--- src/rtl/mem_port_arbiter_if.sv ---
// Fetch, data and memory-beat signals of the
// shared single-port memory arbiter.
interface mem_port_arbiter_if #(
  parameter int N  = 64,
  parameter int AW = 32
);
  logic          i_req;
  logic [AW-1:0] i_addr;
  logic [31:0]   i_rdata;
  logic          i_ready;
  logic          d_req;
  logic [1:0]    d_we;
  logic          d_dword;
  logic [N-1:0]  d_addr;
  logic [N-1:0]  d_wdata;
  logic [N-1:0]  d_rdata;
  logic          d_ready;
  logic          m_req;
  logic          m_we;
  logic [AW-1:0] m_addr;
  logic [31:0]   m_wdata;
  logic [31:0]   m_rdata;
  logic          m_ack;
  logic          busy;

  modport slave (
    input  i_req, i_addr,
    input  d_req, d_we, d_dword,
    input  d_addr, d_wdata,
    input  m_rdata, m_ack,
    output i_rdata, i_ready,
    output d_rdata, d_ready,
    output m_req, m_we,
    output m_addr, m_wdata,
    output busy
  );

  modport master (
    output i_req, i_addr,
    output d_req, d_we, d_dword,
    output d_addr, d_wdata,
    output m_rdata, m_ack,
    input  i_rdata, i_ready,
    input  d_rdata, d_ready,
    input  m_req, m_we,
    input  m_addr, m_wdata,
    input  busy
  );
endinterface

--- src/rtl/mem_port_arbiter.sv ---
// Round-robin arbiter sharing one 32-bit memory
// between fetch and data ports; dwords go as two beats.
module mem_port_arbiter #(
  parameter int N  = 64,
  parameter int AW = 32
) (
  input  logic clk,
  input  logic reset,
  mem_port_arbiter_if.slave bus
);

  typedef enum logic [2:0] {
    IDLE, I_RD, D_LO, D_HI, DONE
  } state_e;

  state_e        state_q;
  logic          last_d_q;
  logic          wr_q;
  logic          dw_q;
  logic [31:0]   whi_q;
  logic          m_req_q;
  logic          m_we_q;
  logic [AW-1:0] m_addr_q;
  logic [31:0]   m_wdata_q;
  logic [31:0]   i_rdata_q;
  logic [N-1:0]  d_rdata_q;
  logic          i_ready_q;
  logic          d_ready_q;

  logic          pick_d;
  logic          req_wr;
  logic          req_dw;
  logic [AW-1:0] d_base;
  logic          unused_bits;

  // last_d_q=1 hands a tie to the fetch port
  assign pick_d = bus.d_req &
                  (~bus.i_req | ~last_d_q);
  assign req_wr = bus.d_we[0];
  assign req_dw = req_wr ? bus.d_we[1]
                         : bus.d_dword;
  assign d_base = req_dw
    ? {bus.d_addr[AW-1:3], 3'b000}
    : {bus.d_addr[AW-1:2], 2'b00};

  assign unused_bits = ^{bus.d_addr[N-1:AW],
                         bus.d_addr[1:0],
                         bus.i_addr[1:0]};

  always_ff @(posedge clk or negedge reset) begin
    if (!reset) begin
      state_q   <= IDLE;
      last_d_q  <= 1'b1;
      wr_q      <= 1'b0;
      dw_q      <= 1'b0;
      whi_q     <= '0;
      m_req_q   <= 1'b0;
      m_we_q    <= 1'b0;
      m_addr_q  <= '0;
      m_wdata_q <= '0;
      i_rdata_q <= '0;
      d_rdata_q <= '0;
      i_ready_q <= 1'b0;
      d_ready_q <= 1'b0;
    end else begin
      i_ready_q <= 1'b0;
      d_ready_q <= 1'b0;
      unique case (state_q)
        IDLE: begin
          if (bus.i_req | bus.d_req) begin
            last_d_q <= pick_d;
            m_req_q  <= 1'b1;
            if (pick_d) begin
              wr_q      <= req_wr;
              dw_q      <= req_dw;
              whi_q     <= bus.d_wdata[63:32];
              m_we_q    <= req_wr;
              m_addr_q  <= d_base;
              m_wdata_q <= bus.d_wdata[31:0];
              state_q   <= D_LO;
            end else begin
              m_we_q   <= 1'b0;
              m_addr_q <= {bus.i_addr[AW-1:2], 2'b00};
              state_q  <= I_RD;
            end
          end
        end
        I_RD: begin
          if (bus.m_ack) begin
            i_rdata_q <= bus.m_rdata;
            m_req_q   <= 1'b0;
            i_ready_q <= 1'b1;
            state_q   <= DONE;
          end
        end
        D_LO: begin
          if (bus.m_ack) begin
            if (!wr_q)
              d_rdata_q[31:0] <= bus.m_rdata;
            if (dw_q) begin
              // second beat keeps m_req high
              m_addr_q  <= m_addr_q + AW'(4);
              m_wdata_q <= whi_q;
              state_q   <= D_HI;
            end else begin
              if (!wr_q)
                d_rdata_q[N-1:32] <= '0;
              m_req_q   <= 1'b0;
              m_we_q    <= 1'b0;
              d_ready_q <= 1'b1;
              state_q   <= DONE;
            end
          end
        end
        D_HI: begin
          if (bus.m_ack) begin
            if (!wr_q)
              d_rdata_q[N-1:32] <= bus.m_rdata;
            m_req_q   <= 1'b0;
            m_we_q    <= 1'b0;
            d_ready_q <= 1'b1;
            state_q   <= DONE;
          end
        end
        DONE: state_q <= IDLE;
        default: state_q <= IDLE;
      endcase
    end
  end

  assign bus.m_req   = m_req_q;
  assign bus.m_we    = m_we_q;
  assign bus.m_addr  = m_addr_q;
  assign bus.m_wdata = m_wdata_q;
  assign bus.i_rdata = i_rdata_q;
  assign bus.i_ready = i_ready_q;
  assign bus.d_rdata = d_rdata_q;
  assign bus.d_ready = d_ready_q;
  assign bus.busy    = (state_q != IDLE);

endmodule

--- src/flat_wrapper.sv ---
// flat-port wrapper written by rule: the top's interface ports become plain ports
module mem_port_arbiter_flat 
#(
  parameter int N  = 64,
  parameter int AW = 32
)
  (clk, reset, bus_i_req, bus_i_addr, bus_d_req, bus_d_we, bus_d_dword, bus_d_addr, bus_d_wdata, bus_m_rdata, bus_m_ack, bus_i_rdata, bus_i_ready, bus_d_rdata, bus_d_ready, bus_m_req, bus_m_we, bus_m_addr, bus_m_wdata, bus_busy);
  mem_port_arbiter_if #(.N(N), .AW(AW)) bus_i ();
  input  logic clk;
  input  logic reset;
  input wire logic [$bits(bus_i.i_req)-1:0] bus_i_req;
  input wire logic [$bits(bus_i.i_addr)-1:0] bus_i_addr;
  input wire logic [$bits(bus_i.d_req)-1:0] bus_d_req;
  input wire logic [$bits(bus_i.d_we)-1:0] bus_d_we;
  input wire logic [$bits(bus_i.d_dword)-1:0] bus_d_dword;
  input wire logic [$bits(bus_i.d_addr)-1:0] bus_d_addr;
  input wire logic [$bits(bus_i.d_wdata)-1:0] bus_d_wdata;
  input wire logic [$bits(bus_i.m_rdata)-1:0] bus_m_rdata;
  input wire logic [$bits(bus_i.m_ack)-1:0] bus_m_ack;
  output wire logic [$bits(bus_i.i_rdata)-1:0] bus_i_rdata;
  output wire logic [$bits(bus_i.i_ready)-1:0] bus_i_ready;
  output wire logic [$bits(bus_i.d_rdata)-1:0] bus_d_rdata;
  output wire logic [$bits(bus_i.d_ready)-1:0] bus_d_ready;
  output wire logic [$bits(bus_i.m_req)-1:0] bus_m_req;
  output wire logic [$bits(bus_i.m_we)-1:0] bus_m_we;
  output wire logic [$bits(bus_i.m_addr)-1:0] bus_m_addr;
  output wire logic [$bits(bus_i.m_wdata)-1:0] bus_m_wdata;
  output wire logic [$bits(bus_i.busy)-1:0] bus_busy;
  assign bus_i.i_req = bus_i_req;
  assign bus_i.i_addr = bus_i_addr;
  assign bus_i.d_req = bus_d_req;
  assign bus_i.d_we = bus_d_we;
  assign bus_i.d_dword = bus_d_dword;
  assign bus_i.d_addr = bus_d_addr;
  assign bus_i.d_wdata = bus_d_wdata;
  assign bus_i.m_rdata = bus_m_rdata;
  assign bus_i.m_ack = bus_m_ack;
  assign bus_i_rdata = bus_i.i_rdata;
  assign bus_i_ready = bus_i.i_ready;
  assign bus_d_rdata = bus_i.d_rdata;
  assign bus_d_ready = bus_i.d_ready;
  assign bus_m_req = bus_i.m_req;
  assign bus_m_we = bus_i.m_we;
  assign bus_m_addr = bus_i.m_addr;
  assign bus_m_wdata = bus_i.m_wdata;
  assign bus_busy = bus_i.busy;
  mem_port_arbiter #(.N(N), .AW(AW)) u_core (.clk(clk), .reset(reset), .bus(bus_i));
endmodule
--- config.mk ---
export PLATFORM = sky130hd
export DESIGN_NAME = mem_port_arbiter_flat
export DESIGN_NICKNAME = d
export VERILOG_FILES = /design/src/rtl/mem_port_arbiter_if.sv /design/src/rtl/mem_port_arbiter.sv /design/src/flat_wrapper.sv
export SDC_FILE = /design/constraint.sdc
export NUM_CORES = 1
export LEC_CHECK = 0
export BUFFER_PORTS_ARGS = -buffer_cell sky130_fd_sc_hd__buf_2
export CAP_MARGIN = 20
export CORE_ASPECT_RATIO = 0.75
export CORE_MARGIN = 1.5
export CORE_UTILIZATION = 40
export DETAILED_ROUTE_END_ITERATION = 16
export PLACE_DENSITY = 0.68
export SYNTH_ARGS = -nofsm -noshare
export SYNTH_HDL_FRONTEND = slang
export SYNTH_SLANG_ARGS = --single-unit
--- constraint.sdc ---
create_clock -name clk -period 4.4 [get_ports clk]
set_input_delay 0.66 -clock clk [delete_from_list [all_inputs] [get_ports clk]]
set_output_delay 0.66 -clock clk [all_outputs]
set_load 0.05 [all_outputs]
After elaboration in Yosys (flattened, before gate mapping)
Cells that the tools add are included.
Word-level totals
  flip-flop bits (word level): 202
  latch bits: 0
  bits in writable memories: 0
  ROM bits: 0
  input port bits: 200
  word-level logic and storage cells: 88
  memories kept: 0
Operators by class
  add/sub/neg operators: 1
  $mul: 0
  div/mod/pow operators: 0
  $lt $le $gt $ge: 0
  equality and inequality tests: 12
  shifts and indexed selects: 0
  muxes and demuxes: 38
  bitwise operators: 6
  reduce and logical (&&, ||, !) cells: 17
Operators with widths (count)
  $mux W32: 13
  $pmux W32 S2: 3
  $mux W64: 1
  $add A32 B3 Y32 const B: 1
  $mux W3: 5
  $reduce_and A5 Y1: 3
  $mux W1: 11
  $ne A2 B2 Y1 const B: 5
  $pmux W3 S3: 1
  $reduce_and A3 Y1: 3
  $reduce_bool A3 Y1: 3
  $ne A2 B1 Y1 const B: 4
  $eq A3 B2 Y1 const B: 2
  $pmux W1 S3: 2
  $reduce_and A6 Y1: 1
  $reduce_and A2 Y1: 2
  $reduce_and A4 Y1: 1
  $reduce_bool A2 Y1: 2
  $eq A3 B1 Y1 const B: 1
  $logic_not A3 Y1: 1
  $not A1 Y1: 3
  $mux W2: 1
  $or A1 B1 Y1: 2
  $pmux W1 S2: 1
  2 further kinds: 2

Depth between registers and ports, before layout
  depth in word-level cells: 6
  mapped depth: 8
  gate-level depth less buffers: 6

Least setup slack after synthesis
Ideal clock, no wire load.
  path type: reg-to-reg
  start point: register u_core.m_addr_q[2], in the netlist u_core.bus.m_addr[2]
  end point: register u_core.m_addr_q[22], in the netlist u_core.bus.m_addr[22]
  arrival: 2166 ps
  setup slack: 2135 ps
  stages on the path, launching flop included: 7
  path buffers: 0
  clock period less this slack: 2265 ps
  path through: dfrtp_1 > ha_1 > nand4_1 > or3_1 > nor3_1 > nor3_1 > a311oi_1
On the way
  cells in the longest elaborated chain, start to end: 4
RTL lines
  start, declared: RTL line mem_port_arbiter.sv:23  | logic [AW-1:0] m_addr_q;
  start signal, assigned: RTL line mem_port_arbiter.sv:78  | m_addr_q <= d_base;
  start signal, assigned: RTL line mem_port_arbiter.sv:83  | m_addr_q <= {bus.i_addr[AW-1:2], 2'b00};
  start signal, assigned: RTL line mem_port_arbiter.sv:102  | m_addr_q <= m_addr_q + AW'(4);
  $add A32 B3 Y32: RTL line mem_port_arbiter.sv:102
  $mux W32: RTL line mem_port_arbiter.sv:100  | if (dw_q) begin
  $mux W32: RTL line mem_port_arbiter.sv:97  | if (bus.m_ack) begin
  $pmux W32 S2: RTL line mem_port_arbiter.sv:68  | unique case (state_q)
No other way between the ends. The select of a mux whose other input is x is not followed.
A chain may end at the register's enable or synchronous reset.

Worst setup path after layout
  start point: register u_core.state_q[1]
  end point: register u_core.m_addr_q[31], in the netlist u_core.bus.m_addr[31]
On the way
  cells in the longest elaborated chain, start to end: 3
  elaborated cells between the ends (all ways): 8
  classes of those cells: eq/ne (4); mux (1); reduce/logical (3)
RTL lines
  start, declared: RTL line mem_port_arbiter.sv:16  | state_e state_q;
  start signal, assigned: RTL line mem_port_arbiter.sv:52  | state_q <= IDLE;
  start signal, assigned: RTL line mem_port_arbiter.sv:80  | state_q <= D_LO;
  start signal, assigned: RTL line mem_port_arbiter.sv:84  | state_q <= I_RD;
  $eq A3 B2 Y1 or $logic_not A3 Y1 (tied branches): RTL line mem_port_arbiter.sv:68
  $ne A2 B1 Y1 (no line), or another cell as far along
  $reduce_and A4 Y1 (no line)
Several ways; a longest one is shown, not always the timed one.

==> summary.txt <==
Status
  • Outcome: finished clean

STA
  • Post-route clock skew: 0.0172 ns
  • Count of final setup violators: 0
  • Final Hold Violating Endpoints: 0
  • Fmax: 0.392 GHz
  • Sum of negative setup slack: 0 ns
  • Worst-case headroom to the max-slew limit: 44.3%
  • RSZ-0062 raised after global routing: no
  • Transition time at the pin with the least slew margin: 0.836 ns
  • Final critical delay including setup and external delays: 2.55 ns
  • Final slew viol count: 0
  • Period utilisation layout: 58.0%

Finish
  • Share of final-layout standard cells stronger than drive strength 1: 42.2%
  • Area delta synth->final: 28.4%
  • NumNets Final: 1334
  • Antenna cells: 0
  • Number of standard cells in the final layout excluding fillers: 1440
  • Number of fillers in the final layout: 2064

Floorplan
  • Placement Rows: 47
  • Die boundary width: 176 um
  • Die area: 0.0233 mm^2
  • Ports placed on the boundary: 365
  • Initial cell density of the core: 40.7%
  • Core Footprint: 0.0221 mm^2
  • Die Height: 133 um

Routing
  • Post-Route WL: 24500 um
  • Number of nets still failing antenna checks after routing: 0
  • Total vias in the final route: 7464
  • Initial DRT Pass Iterations: 4
  • Via/cell ratio: 5.18
  • DRC Markers: 0
  • Iter 0 DRT Violations: 493
  • WL/cell: 17.0 um

Worst setup path
  • Crit-path cells: nand3_1 -> a211o_1 -> nor2_1 -> and3_1 -> a311oi_1
  • Worst path arrival time: 2.83 ns
  • Endpoint class of the critical path: register
  • CP Data Required Time: 4.68 ns
  • Number of buffers and inverters on the critical path: 0
  • Type of the worst setup path: register to register
  • Cell at the slowest stage of the critical path: sky130_fd_sc_hd__dfrtp_1
  • Kind of cell adding the most delay to the critical path: simple AND/OR/NAND/NOR gates
  • Top fanout value on the critical path: 18
  • Sort of element at the start of the critical path: register
  • Worst setup path startpoint: u_core.state_q[1]
  • Reg2reg start: u_core.state_q[1]
  • Longest individual stage delay on the worst path: 0.71 ns

Placed design
  • Placed Cells incl. Taps: 1406
  • Number of buffer cells added on primary ports: 326
  • Final weighted congestion in routability-driven placement: 0.828
  • Placed wire-length estimate: 17200 um

Power and ir drop
  • Net switching component of the power: 5570 uW
  • Peak supply drop: 0.000532 V
  • Switching Share: 51.9%
  • Internal power consumption: 5160 uW
  • Part of the power in registers: 31.5%
  • Comb pwr share: 53.8%
  • Relative contribution of the clock network to total power: 14.7%
  • Power per standard cell area: 932 mW/mm^2
  • Leakage: 0.00586 uW

Global route
  • Total gr overflow: 0
  • Number of global-route vias before repair: 7457
  • All-layer global routing usage: 21.3%
  • Met2 Usage GRT: 34.7%
  • Met1 usage in global routing: 27.6%
  • Antenna violations before repair: 1
  • First-pass GRT wire length: 39300 um
  • Met3 usage: 6.90%
  • Pin count of the biggest net entering global routing: 103
  • Layer carrying the most global-route usage: met2

Synthesis
  • Synth Flop Type: sky130_fd_sc_hd__dfrtp_1
  • Flops & latches, synth: 200
  • Cell area after synthesis: 0.00897 mm^2
  • Instance count of the mapped netlist: 829
  • Mean instance size in the synthesized netlist: 10.8 um^2
  • Number of flops mapped to enable cells by yosys: 0
  • Part of the Yosys area used for sequential elements: 55.8%
  • Warnings from Yosys: 0
  • Post-synth cell types: 59
  • Async set-or-reset flop fraction in the synthesized netlist: 100%

Flow run
  • Maximum Capacitance Violations: 0

Clock network
  • Post-CTS sizing: 0
  • Deepest level of the CTS H-tree: 4
  • Root Buffer: sky130_fd_sc_hd__clkbuf_16
  • Count of clock tree sinks: 200
  • Buffer depth of the longest clock path: 2
  • Latest clock arrival within the worst-skew pair: 0.43 ns
  • Clock transition time at the flip-flop clock pins of the worst setup and hold paths: 0.08 ns
  • Count of hold-fix buffers inserted at cts: 0
  • Number of buffers created by CTS: 17
  • Post-CTS setup-driven buffer insertion count: 0
  • CTS tree: done

Hold path
  • Min-Delay Path Class: input port to asynchronous set/reset pin
state kept, by name, indices dropped and copies added (netlist names):
name	cells
u_core.bus.m_we	1
u_core.dw_q	1
u_core.bus.i_rdata	32
u_core.bus.d_ready	1
u_core.wr_q	1
u_core.bus.m_addr	30
u_core.whi_q	32
u_core.bus.i_ready	1
u_core.bus.m_req	1
u_core.bus.d_rdata	64
u_core.bus.m_wdata	32
u_core.state_q	3
u_core.last_d_q	1
cells by family after synthesis:
| kind of cell | count (synthesis) | synth area share, % |
|---|---|---|
| adders and majority gates | 1 | 0.139 |
| other | 1 | 0.0418 |
| AOI/OAI and AO/OA | 141 | 9.92 |
| buffers and inverters | 60 | 2.96 |
| and+or+nand+nor | 292 | 14.8 |
| DFF | 200 | 55.8 |
| muxes | 134 | 16.3 |
metal layers:
metal	vias to the layer above	wire (um)	share of wire, %
met4	0	309	1.3
met1	3630	10600	43
met3	24	2070	8.4
li1	3542	-	-
met5	-	0	0
met2	268	11600	47
area by class of cell:
| class | instances | area, um^2 | area share [%] |
|---|---|---|---|
| Clock buffer | 19 | 433 | 3.76 |
| Multi-Input combinational cell | 570 | 3740 | 32.5 |
| Tap cell | 294 | 368 | 3.19 |
| Timing Repair Buffer | 341 | 1800 | 15.6 |
| Sequential cell | 200 | 5010 | 43.5 |
| Clock inverter | 13 | 159 | 1.38 |
| Inverter | 3 | 11.3 | 0.0978 |
power groups by stage:
stage	clock, uW	sequential [uW]	combinational, uW
3_5_place_dp	0	3400	5800
3_3_place_gp	0	3350	5710
4_1_cts	1610	3370	5810
5_1_grt	1690	3500	6140
6_report	1580	3380	5780
2_1_floorplan	0	5810	1880
synth_stat cells, types with 2 or more instances:
cell	instances	share of area, %
sky130_fd_sc_hd__or2_2	2	0.14
sky130_fd_sc_hd__o21bai_1	2	0.17
sky130_fd_sc_hd__o22a_1	7	0.68
sky130_fd_sc_hd__buf_1	4	0.17
sky130_fd_sc_hd__mux2_2	96	12
sky130_fd_sc_hd__a21oi_1	33	1.8
sky130_fd_sc_hd__a2bb2oi_1	2	0.20
sky130_fd_sc_hd__nor3_1	8	0.45
sky130_fd_sc_hd__buf_4	4	0.33
sky130_fd_sc_hd__a41o_1	2	0.22
sky130_fd_sc_hd__and4_1	2	0.20
sky130_fd_sc_hd__nor2b_1	3	0.21
sky130_fd_sc_hd__inv_1	3	0.13
sky130_fd_sc_hd__o31ai_1	3	0.25
sky130_fd_sc_hd__mux2i_1	37	4.1
sky130_fd_sc_hd__a211oi_1	4	0.33
sky130_fd_sc_hd__nand3_2	2	0.22
sky130_fd_sc_hd__o311ai_0	3	0.29
sky130_fd_sc_hd__a311oi_1	4	0.39
sky130_fd_sc_hd__clkbuf_1	29	1.2
sky130_fd_sc_hd__nor4_1	2	0.14
sky130_fd_sc_hd__buf_2	20	1.1
sky130_fd_sc_hd__and2_1	4	0.28
sky130_fd_sc_hd__dfrtp_1	199	56
sky130_fd_sc_hd__nand3_1	54	3.0
sky130_fd_sc_hd__or3_1	3	0.21
sky130_fd_sc_hd__nand2_1	168	7.0
sky130_fd_sc_hd__nor2_1	19	0.80
sky130_fd_sc_hd__a2111oi_0	2	0.20
sky130_fd_sc_hd__and3_1	9	0.63
sky130_fd_sc_hd__o21ai_0	53	3.0
sky130_fd_sc_hd__a21o_1	3	0.25
sky130_fd_sc_hd__a32oi_1	2	0.20
sky130_fd_sc_hd__nand4_1	7	0.49
sky130_fd_sc_hd__a31oi_1	8	0.56
sky130_fd_sc_hd__nand2b_1	2	0.14
sky130_fd_sc_hd__o32a_1	2	0.22
cells in the final DEF (no fill, tap or decap), drive strengths merged, types with 8 or more instances in the layout:
cell,count
mux2,97
nor2,19
a31oi,8
o21ai,54
inv,8
and3,10
nand2,168
nor3,9
a21oi,33
dfrtp,199
clkbuf,20
buf,340
nand3,56
mux2i,37
worst paths after layout:
kind / to / slack, ns / depth (start not counted)
setup / recovery: u_core.bus.m_addr[31] / 1.85 / 5
hold / removal: u_core.bus.d_rdata[24] / 0.32 / 1
setup reg to reg: u_core.bus.m_addr[31] / 1.85 / 5
hold reg to reg: u_core.bus.d_rdata[34] / 0.47 / 2
max in group asynchronous: u_core.whi_q[25] / 3.14 / 2
min in group clk: u_core.last_d_q / 0.43 / 2
stage by stage:
step | setup WS, ns | total power (uW) | util, % | area, um^2 | hold WS, ns
floorplan | 2.13 | 7700 | - | 8970 | 0.364
global placement | 1.46 | 9060 | 49.3 | 10900 | 0.445
detailed placement | 1.46 | 9200 | 49.4 | 10900 | 0.453
CTS | 1.57 | 10800 | 52.1 | 11500 | 0.365
global route | 1.63 | 11300 | 52.2 | 11500 | 0.385
finish | 1.85 | 10700 | 52.2 | 11500 | 0.318
No activity file was read; power rests on OpenSTA's default activity.
